===== src/rtl/seq_rst_ctrl.sv =====
// seq_rst_ctrl: board reset synchronizer, clock-enable divider and ordered two-domain reset sequencer
//
// Ports:
//   clki        system clock
//   rsti        asynchronous active-high reset
//   div_sel     ce period minus 1 (0 = ce every cycle)
//   sw_rst_req  software re-reset request, level, held until sw_rst_ack
//   ce          one-cycle clock-enable pulse every div_sel+1 cycles
//   rst_a       domain A (input/state registers) reset, active-high
//   rst_b       domain B (output registers) reset, active-high
//   ready       both domains out of reset, sequencer in RUN
//   sw_rst_ack  one-cycle pulse when a software re-reset completes
//   state       current FSM state (debug)
module seq_rst_ctrl #(
    parameter int STRETCH = 8,
    parameter int DIV_W   = 4
) (
    input  logic             clki,
    input  logic             rsti,
    input  logic [DIV_W-1:0] div_sel,
    input  logic             sw_rst_req,
    output logic             ce,
    output logic             rst_a,
    output logic             rst_b,
    output logic             ready,
    output logic             sw_rst_ack,
    output logic [2:0]       state
);
    localparam int HW = STRETCH > 1 ? $clog2(STRETCH) : 1;

    typedef enum logic [2:0] {
        HOLD    = 3'd0,
        REL_A   = 3'd1,
        REL_B   = 3'd2,
        RUN     = 3'd3,
        QUIESCE = 3'd4,
        DRAIN_B = 3'd5
    } state_t;

    state_t           st, nxt;
    logic [1:0]       sync;
    logic             rst_s;
    logic [DIV_W-1:0] cnt, div_sel_q;
    logic             hit;
    logic [HW-1:0]    hold_cnt;
    logic             rel_cnt;
    logic             arm;
    logic             swr;
    logic             trig;
    logic             done;

    always_ff @(posedge clki or posedge rsti)
        if (rsti) sync <= 2'b11;
        else      sync <= {sync[0], 1'b0};

    assign rst_s = sync[1];

    // hit marks the edge that raises ce; the FSM advances on these edges
    assign hit = !rst_s && cnt == div_sel_q;

    // The divide select is only sampled at period boundaries so a change never truncates a period
    always_ff @(posedge clki or posedge rsti)
        if (rsti) begin
            cnt       <= '0;
            div_sel_q <= '0;
            ce        <= 1'b0;
        end else if (rst_s) begin
            cnt       <= '0;
            div_sel_q <= div_sel;
            ce        <= 1'b0;
        end else begin
            cnt       <= hit ? '0 : cnt + 1'b1;
            div_sel_q <= hit ? div_sel : div_sel_q;
            ce        <= hit;
        end

    // A request re-arms only after it has been seen low, so a held request cannot loop
    assign trig = st == RUN && sw_rst_req && arm;
    assign done = st == REL_B && nxt == RUN;

    always_comb begin
        nxt = st;
        case (st)
            HOLD:    nxt = (!rst_s && hold_cnt == HW'(STRETCH - 1)) ? REL_A : HOLD;
            REL_A:   nxt = (hit && rel_cnt) ? REL_B : REL_A;
            REL_B:   nxt = hit ? RUN : REL_B;
            RUN:     nxt = trig ? QUIESCE : RUN;
            QUIESCE: nxt = hit ? DRAIN_B : QUIESCE;
            DRAIN_B: nxt = hit ? HOLD : DRAIN_B;
            default: nxt = HOLD;
        endcase
    end

    // Outputs are decoded from the next state so they change on the edge entering a state
    always_ff @(posedge clki or posedge rsti)
        if (rsti) begin
            st         <= HOLD;
            rst_a      <= 1'b1;
            rst_b      <= 1'b1;
            ready      <= 1'b0;
            sw_rst_ack <= 1'b0;
            hold_cnt   <= '0;
            rel_cnt    <= 1'b0;
            arm        <= 1'b0;
            swr        <= 1'b0;
        end else begin
            st         <= nxt;
            rst_a      <= nxt == HOLD;
            rst_b      <= nxt == HOLD || nxt == REL_A || nxt == DRAIN_B;
            ready      <= nxt == RUN;
            sw_rst_ack <= done && swr;
            hold_cnt   <= (rst_s || st != HOLD) ? '0 : hold_cnt + 1'b1;
            rel_cnt    <= st == REL_A ? rel_cnt ^ hit : 1'b0;
            arm        <= !sw_rst_req || (arm && !trig);
            swr        <= trig || (swr && !done);
        end

    assign state = st;

    // Domain A must never be out of reset... rather, A may never be in reset while B runs
    a_before_b: assert property (@(posedge clki) disable iff (rsti) !(rst_a && !rst_b));
endmodule


===== config.mk =====
export PLATFORM = sky130hd
export DESIGN_NAME = seq_rst_ctrl
export DESIGN_NICKNAME = d
export VERILOG_FILES = /design/src/rtl/seq_rst_ctrl.sv
export SDC_FILE = /design/constraint.sdc
export NUM_CORES = 1
export LEC_CHECK = 0
export CORE_UTILIZATION = 56
export DETAILED_ROUTE_END_ITERATION = 7
export PLACE_DENSITY = 0.82
export SLEW_MARGIN = 10
export SYNTH_ARGS = -nofsm -noshare
export SYNTH_HDL_FRONTEND = slang
export SYNTH_SLANG_ARGS = --single-unit

===== constraint.sdc =====
create_clock -name clki -period 3.7 [get_ports clki]
set_input_delay 0.37 -clock clki [delete_from_list [all_inputs] [get_ports clki]]
set_output_delay 0.37 -clock clki [all_outputs]
set_load 0.005 [all_outputs]

# After elaboration in Yosys (flattened, before gate mapping)

Cells that the tools add are included.

Bits in registers: 24
Latch bits: 0
RAM bits: 0
ROM bits: 0
Input port bits: 7
Output and inout port bits: 8
Logic and storage cells: 62
Memories: 0

Add/subtract/negate cells: 2
$mul: 0
Divide/modulo/power cells: 0
Magnitude comparators: 0
Eq/ne operators: 10
Shift-type cells: 0
Multiplexer cells: 14
Bitwise operators: 1
Reduce and logical (&&, ||, !) cells: 22

Operator list:

| operator              | number |
|---|---|
| $pmux W3 S6           | 1 |
| $mux W4               | 4 |
| $eq A3 B3 Y1 const B  | 4 |
| $eq A3 B2 Y1 const B  | 3 |
| $logic_and A1 B1 Y1   | 9 |
| $mux W3               | 3 |
| $eq A3 B1 Y1 const B  | 2 |
| $logic_not A3 Y1      | 2 |
| $logic_or A1 B1 Y1    | 5 |
| $mux W1               | 5 |
| $add A4 B1 Y4 const B | 1 |
| $eq A4 B4 Y1          | 1 |
| $logic_not A1 Y1      | 4 |
| $add A3 B1 Y3 const B | 1 |
| $reduce_bool A3 Y1    | 1 |
| $mux W2               | 1 |
| $reduce_bool A2 Y1    | 1 |
| $xor A1 B1 Y1         | 1 |

# Longest topological paths before layout

Gate-level depths: netlist of run 1.

Depth in word-level cells: 10
Gate-level depth with buffers: 7
Mapped depth without buffers: 7

# Least setup slack after synthesis of run 1

OpenSTA, ideal clock, no wires.

Path kind: flip-flop to flip-flop
Start point: reg cnt[1]
End point: reg st[0], in the netlist state[0]
Setup time: 0.135 ns
Arrival: 1.579 ns
Required time: 3.565 ns
Setup slack: 1.986 ns
Cell stages (with the launch flop): 8
Path buffers: 0
Period minus slack after synthesis: 1.714 ns
Path through: dfrtp_1 > xor2_1 > nor4_4 > and2b_2 > ha_1 > mux2i_1 > a32oi_1 > o211ai_1

Word-level cells in the longest chain between the ends: 5
Elaborated cells between the ends (all ways): 8
Classes of those cells: eq/ne: 1; mux: 5; reduce/logical: 2

RTL lines:

| element                 | RTL line | RTL |
|---|---|---|
| from (decl)             | 43       | `logic [DIV_W-1:0] cnt, div_sel_q;` |
| from (signal assigned)  | 72       | `cnt <= hit ? '0 : cnt + 1'b1;` |
| $eq A4 B4 Y1 (*)        | 59       | `assign hit = !rst_s && cnt == div_sel_q;` |
| $logic_and A1 B1 Y1 (*) | 59       |  |
| $logic_and A1 B1 Y1     | 85       | `REL_A: nxt = (hit && rel_cnt) ? REL_B : REL_A;` |
| $mux W2                 | 85       |  |
| $pmux W3 S6 (*)         | 83       | `case (st)` |
| named net nxt[0]        | 40       | `state_t st, nxt;` |
| to (signal assigned)    | 107      | `st <= nxt;` |
| to (decl)               | 40       |  |

Mark *: on every way through the listed nets, which the timed path passes. The rest lies on a longest branch.
A chain may end at the register's enable or synchronous reset.

# Worst setup path after layout of run 1

Start point: reg div_sel_q[0]
End point: reg st[1], in the netlist state[1]

Word-level cells in the longest chain between the ends: 5

RTL lines:

| element                | RTL line | RTL |
|---|---|---|
| from (decl)            | 43       |  |
| from (signal assigned) | 69       | `div_sel_q <= div_sel;` |
| from (signal assigned) | 73       | `div_sel_q <= hit ? div_sel : div_sel_q;` |
| $eq A4 B4 Y1           | 59       |  |
| $logic_and A1 B1 Y1    | 59       |  |
| $logic_and A1 B1 Y1    | 85       |  |
| $mux W2                | 85       |  |
| $pmux W3 S6            | 83       |  |
| named net nxt[1]       | 40       |  |

The timed path passes the listed nets, and every way through them passes these cells.

==> impl_metrics.json, run 1 <==
{
  "status": "finished, final reports clean",
  "power_frac_seq": 0.529,
  "row_count": 15,
  "wl_mm": 1.75,
  "rsz0062_at_grt": "false",
  "design_area_sq_mm": 0.00127,
  "async_reset_ff_frac": 1.00,
  "clk_transition_reported_paths_ns": 0.13,
  "worstPathRequired_ns": 3.91,
  "max_slew.worst_pin.slew_ns": 0.888,
  "cp_data_arrival_time_ns": 2.18,
  "grt_start_max_net_pins": 25,
  "n_antenna_cell": 0,
  "reg2regPathDepth": 6,
  "wl_per_cell_um": 13.9,
  "combPwrFrac": 0.153,
  "nNetsFinal": 113,
  "holdPathStages": 0,
  "start_util": 0.606,
  "p_sw_frac": 0.237,
  "cts-resized-gates": 0,
  "reg2reg_setup_slack_ns": 1.74,
  "avgSynthCellArea_sq_um": 12.5,
  "grt_pass1_vias": 676,
  "synth_ff_type": "dfrtp_1",
  "port_buffers": 14,
  "fillers": 128,
  "insertion_delay_ns": 0.31,
  "whs_ns": 0.367,
  "path_max_fanout": 7,
  "post-route-period-util": 0.531,
  "drtAntennaViolNets": 0,
  "yosysWarningCount": 0,
  "p_leak_nw": 0.606,
  "power_density_mw_per_mm2": 464,
  "cap_violations": 0,
  "core_sq_mm": 0.00175,
  "ys_ff_latch": 24,
  "reg2reg_from": "div_sel_q[0]",
  "critPathTopFamily": "simple AND/OR/NAND/NOR gates",
  "final_util": 0.726,
  "clock.fmax_mhz": 509,
  "overflow": 0,
  "postSynthCellCount": 85,
  "netlist_area_sq_mm": 0.00106,
  "synth_top_area_share": 0.473,
  "gp_routability_congestion": 0.746,
  "worstPathCellList": "xor2_1 > nor4_4 > and2b_2 > ha_1 > a21oi_1 > a311oi_1",
  "root_buffer": "clkbuf_4",
  "whs_endpoint": "sync[1]",
  "final_common_cell": "dfrtp_1",
  "cts_buffers": 3,
  "synth_cell_types": 33,
  "fp.dieW_um": 45.5,
  "vias_per_cell": 5.29,
  "synth.net_count": 96,
  "synth_edf_count": 0,
  "fin_tns_setup_ns": 0,
  "first_iter_violations": 18,
  "clk_path_buf_depth": 2,
  "place_area_sq_mm": 0.00121,
  "p_switching_w": 0.000139,
  "track_usage": 0.203,
  "worstHoldPathType": "flop to flop",
  "vias": 666,
  "finalSetupViolCount": 0,
  "hold_viol_final": 0,
  "yosysSeqAreaShare": 0.572,
  "critPathMaxStageDelay_ns": 0.44,
  "ios": 15,
  "drtPass1Iterations": 4,
  "syn_to_final_growth_pct": 19.7,
  "cts_tree": "built",
  "drc": 0,
  "peakVddDrop_v": 0.000262,
  "path_class": "flop to flop",
  "fin_skew_ns": 0.00363,
  "synth.area.top_cells": "dfrtp_1 47%, dfstp_2 9.9%, mux2_4 5.7%",
  "pwr-share-clk": 0.318,
  "antenna_found_initial": 0,
  "fin_ws_ns": 1.74,
  "cts_hold_buf": 0,
  "maxSlewHeadroom": 0.407,
  "dieArea_sq_mm": 0.00207,
  "clock-sinks": 24,
  "worst_setup_path_end_kind": "flop",
  "layout_common_cells": "20 x dfrtp_1, 14 x clkdlybuf4s50_1, 9 x nor2_1",
  "final_layout_size_suffix_gt1_frac": 0.168,
  "path_buf_inv": 0,
  "slew_viol_final": 0,
  "internal-power_w": 0.000449,
  "r2r_end": "state[1]",
  "hold_start": "sync[0]",
  "pre_cts_slack_ns": 1.77,
  "grt_pass1_wl_mm": 2.95,
  "dpl.hpwl_mm": 1.24,
  "yosys.area.top_type": "dfrtp_1",
  "period_minus_slack_ns": 1.96,
  "die_h_um": 45.5,
  "slowest_stage": "dfrtp_1",
  "critPathLaunchType": "flop",
  "cts_max_level": 1,
  "post_cts_buffers": 0
}
## worst reg2reg max path: stages, from the launching register on
cell and delay, ns:
dfrtp_1 0.44, xor2_1 0.20, nor4_4 0.39, and2b_2 0.26, ha_1 0.18, a21oi_1 0.10
a311oi_1 0.30
## cell usage after synthesis (2+ instances only)
| library cell | number |
|---|---|
| dfrtp_1 | 20 |
| nor2_1 | 9 |
| nand2_1 | 6 |
| xor2_1 | 5 |
| dfstp_2 | 4 |
| ha_1 | 4 |
| mux2_4 | 4 |
| a21oi_1 | 3 |
| and3_1 | 3 |
| inv_1 | 3 |
| nand2b_1 | 2 |
## kinds of logic after synthesis
| family | share of synthesized area |
|---|---|
| AND/OR/NAND/NOR | 0.165 |
| flip-flops | 0.572 |
| AO/OA/AOI/OAI | 0.0709 |
| XOR/XNOR | 0.0496 |
| multiplexers | 0.0662 |
| buffers and inverters | 0.0248 |
| adder cells (fa/ha/maj) | 0.0473 |
| other | 0.00354 |
## worst max-delay path by stage
| stage | from | to | cells after the start |
|---|---|---|---|
| after floorplan | cnt[1] | state[0] | 7 |
| after detailed placement | div_sel_q[0] | state[1] | 6 |
| after global routing | div_sel_q[0] | state[1] | 6 |
| after CTS | div_sel_q[0] | state[1] | 6 |
| final | div_sel_q[0] | state[1] | 6 |
| after global placement | div_sel_q[1] | state[0] | 7 |
## power groups by stage
stage	clock, W	combinational [W]	sequential (W)
detailed placement	0	0.0000914	0.000316
global route	0.000200	0.000101	0.000314
finish	0.000187	0.0000900	0.000311
CTS	0.000190	0.0000919	0.000311
floorplan	0	0.0000721	0.000307
global placement	0	0.0000878	0.000314
## area by class of cell
| cell class | count | area [sq um] | area share |
|---|---|---|---|
| Sequential cell | 24 | 606 | 0.478 |
| Multi-Input combinational cell | 56 | 427 | 0.337 |
| Clock buffer | 3 | 22.5 | 0.0178 |
| Tap cell | 25 | 31.3 | 0.0247 |
| Timing Repair Buffer | 14 | 140 | 0.111 |
| Clock inverter | 1 | 30.0 | 0.0237 |
| Inverter | 3 | 11.3 | 0.00888 |
## metrics by stage
stage                     power, W  instances
final                     0.000588        126
after CTS                 0.000593        126
after detailed placement  0.000407        122
after floorplan           0.000379         85
after global routing      0.000615        126
after global placement    0.000401        122
## registers in the layout, summed over array words and instances, names as in the netlist
| signal | cells |
|---|---|
| cnt | 4 |
| div_sel_q | 4 |
| hold_cnt | 3 |
| state | 3 |
| sync | 2 |
| arm | 1 |
| ce | 1 |
| ready | 1 |
| rel_cnt | 1 |
| rst_a | 1 |
| rst_b | 1 |
| sw_rst_ack | 1 |
| swr | 1 |
## layer usage
metal | track usage | wire [um] | up-vias
li1 | - | - | 325
met1 | 0.266 | 812 | 320
met2 | 0.337 | 875 | 19
met3 | 0.0357 | 48 | 2
met4 | 0.0727 | 12 | 0
met5 | 0 | 0 | -
Note: power is estimated with default switching activity, not from simulation.
==> run 2: changes to the inputs <==
CORE_UTILIZATION = 47   (was 56)
PLACE_DENSITY = 0.73   (was 0.82)
clock period = 1.6 ns   (was 3.7 ns; I/O delays follow)
==> run 2 against run 1 <==
  * The run now ends with negative setup slack left
  * Combinational power rose to 3.6 times the previous value
  * Die area rose by 18%
  * Non-clock buffer count is 16 higher
  * Sequential share of layout area fell by 5.9 points
  * Via count up 10%
  * Power up 130%
  * Critical endpoint is now state[0]
==> impl_metrics.json, run 2 (synthesized netlist as in run 1, its figures left out) <==
{
  "status": "finished with violations",
  "violations": "negative setup slack",
  "power_density_mw_per_mm2": 928,
  "slowest_stage": "dfrtp_1",
  "peakVddDrop_v": 0.000625,
  "clock.fmax_mhz": 558,
  "multiInputGateArea_sq_um": 478,
  "n_antenna_cell": 0,
  "p_leak_nw": 0.696,
  "hold_viol_final": 0,
  "drtAntennaViolNets": 0,
  "period_minus_slack_ns": 1.79,
  "wl_mm": 1.85,
  "finalSetupViolCount": 8,
  "cp_data_arrival_time_ns": 1.98,
  "gp_routability_congestion": 0.765,
  "grt_start_max_net_pins": 25,
  "layout_common_cells": "20 x dfrtp_1, 14 x clkdlybuf4s50_1, 13 x buf_4",
  "path_buf_inv": 0,
  "critPathMaxStageDelay_ns": 0.45,
  "clock-sinks": 24,
  "fillers": 160,
  "grt_pass1_vias": 771,
  "pre_cts_slack_ns": -0.112,
  "track_usage": 0.169,
  "drtPass1Iterations": 3,
  "nNetsFinal": 129,
  "cap_violations": 0,
  "vias_per_cell": 5.10,
  "drc": 0,
  "fp.dieW_um": 49.5,
  "maxSlewHeadroom": 0.657,
  "worstPathCellList": "xor2_2 > nor4_4 > and2b_2 > ha_4 > mux2i_2 > a32oi_1 > o211ai_1",
  "top_regs": "cnt: 4 flops, div_sel_q: 4 flops",
  "row_count": 16,
  "dpl.hpwl_mm": 1.23,
  "final_layout_size_suffix_gt1_frac": 0.342,
  "ios": 15,
  "rsz0062_at_grt": "true",
  "core_sq_mm": 0.00204,
  "max_slew.worst_pin.slew_ns": 0.507,
  "wl_per_cell_um": 12.8,
  "cts_tree": "built",
  "cp-startpoint": "cnt[2]",
  "syn_to_final_growth_pct": 36.5,
  "antenna_found_initial": 0,
  "insertion_delay_ns": 0.31,
  "final_common_cell": "dfrtp_1",
  "worstHoldPathType": "input pin to async pin",
  "port_buffers": 14,
  "fin_ws_ns": -0.191,
  "start_util": 0.518,
  "clk_path_buf_depth": 2,
  "worst_setup_path_end_kind": "flop",
  "register_area_sq_um": 606,
  "die_h_um": 49.5,
  "critPathLaunchType": "flop",
  "overflow": 0,
  "dieArea_sq_mm": 0.00245,
  "grt_pass1_wl_mm": 3.07,
  "worstPathRequired_ns": 1.79,
  "path_max_fanout": 3,
  "crit_path_end": "state[0]",
  "cts_buffers": 3,
  "first_iter_violations": 7,
  "crit_cells": 7,
  "slew_viol_final": 0,
  "clk_transition_reported_paths_ns": 0.12,
  "fin_tns_setup_ns": -0.833,
  "r2r_end": "state[0]",
  "fin_skew_ns": 0.00192,
  "reg2reg_setup_slack_ns": -0.19,
  "cts_max_level": 1,
  "critPathTopFamily": "simple AND/OR/NAND/NOR gates",
  "reg2reg_from": "cnt[2]",
  "path_class": "flop to flop",
  "vias": 734,
  "post-route-period-util": 1.12,
  "reg2regPathDepth": 7,
  "root_buffer": "clkbuf_4"
}
-- run 2: changes by cell type in the layout (fill, tap and decap cells not counted), sizes merged --
cell	change
buf	+16
bufinv	-1
clkbuf	+1
-- run 2: worst reg2reg max path, cell delays in order (launching register included) --
cell,delay (ns)
dfrtp_1,0.45
xor2_2,0.21
nor4_4,0.31
and2b_2,0.22
ha_4,0.13
mux2i_2,0.06
a32oi_1,0.18
o211ai_1,0.12
-- run 2: worst min path at each step --
stage | start | endpoint | slack (ns)
after global routing | rsti | hold_cnt[0] | 0.23
after global placement | sync[0] | sync[1] | 0.35
after CTS | rsti | div_sel_q[1] | 0.18
after detailed placement | sync[0] | sync[1] | 0.35
final | rsti | hold_cnt[2] | 0.18
after floorplan | rsti | arm | 0.17
-- run 2: repair_timing --
item,in CTS,in global routing
hold buffers,0,0
setup endpoints to repair,7,10
pin swaps,1,7
buffers inserted,2,5
endpoints found under the hold margin,0,0
gates resized for setup,1,10
-- run 2: final cells by class --
| type | instances | area share |
|---|---|---|
| tap | 27 | 0.0234 |
| clock buffer | 4 | 0.0251 |
| multi-input combinational | 56 | 0.331 |
| timing repair buffer | 30 | 0.194 |
| inverter | 3 | 0.00779 |
| sequential | 24 | 0.419 |
-- run 2: power by group --
| group | total, W | switching (W) | leakage, nW | internal, W |
|---|---|---|---|---|
| Combinational | 0.000325 | 0.000134 | 0.373 | 0.000191 |
| Sequential | 0.000709 | 0.0000414 | 0.302 | 0.000668 |
| Clock | 0.000306 | 0.000167 | 0.0210 | 0.000139 |
-- run 2: per-layer routing --
metal / up-vias / wire length [um] / global-route usage
met1: 366 / 773 / 0.177
li1: 349 / - / -
met4: 0 / 23 / 0.0952
met3: 3 / 52 / 0.0401
met2: 16 / 999 / 0.308
met5: - / 0 / 0
-- run 2: through the flow --
stage / instance area (sq um) / cells / total power, W / utilization / hold slack [ns]
after floorplan: 1060 / 85 / 0.000877 / - / 0.172
after global placement: 1310 / 135 / 0.000989 / 0.643 / 0.345
after detailed placement: 1310 / 135 / 0.00100 / 0.643 / 0.347
after CTS: 1370 / 141 / 0.00132 / 0.672 / 0.185
after global routing: 1450 / 144 / 0.00142 / 0.708 / 0.234
final: 1450 / 144 / 0.00134 / 0.708 / 0.176
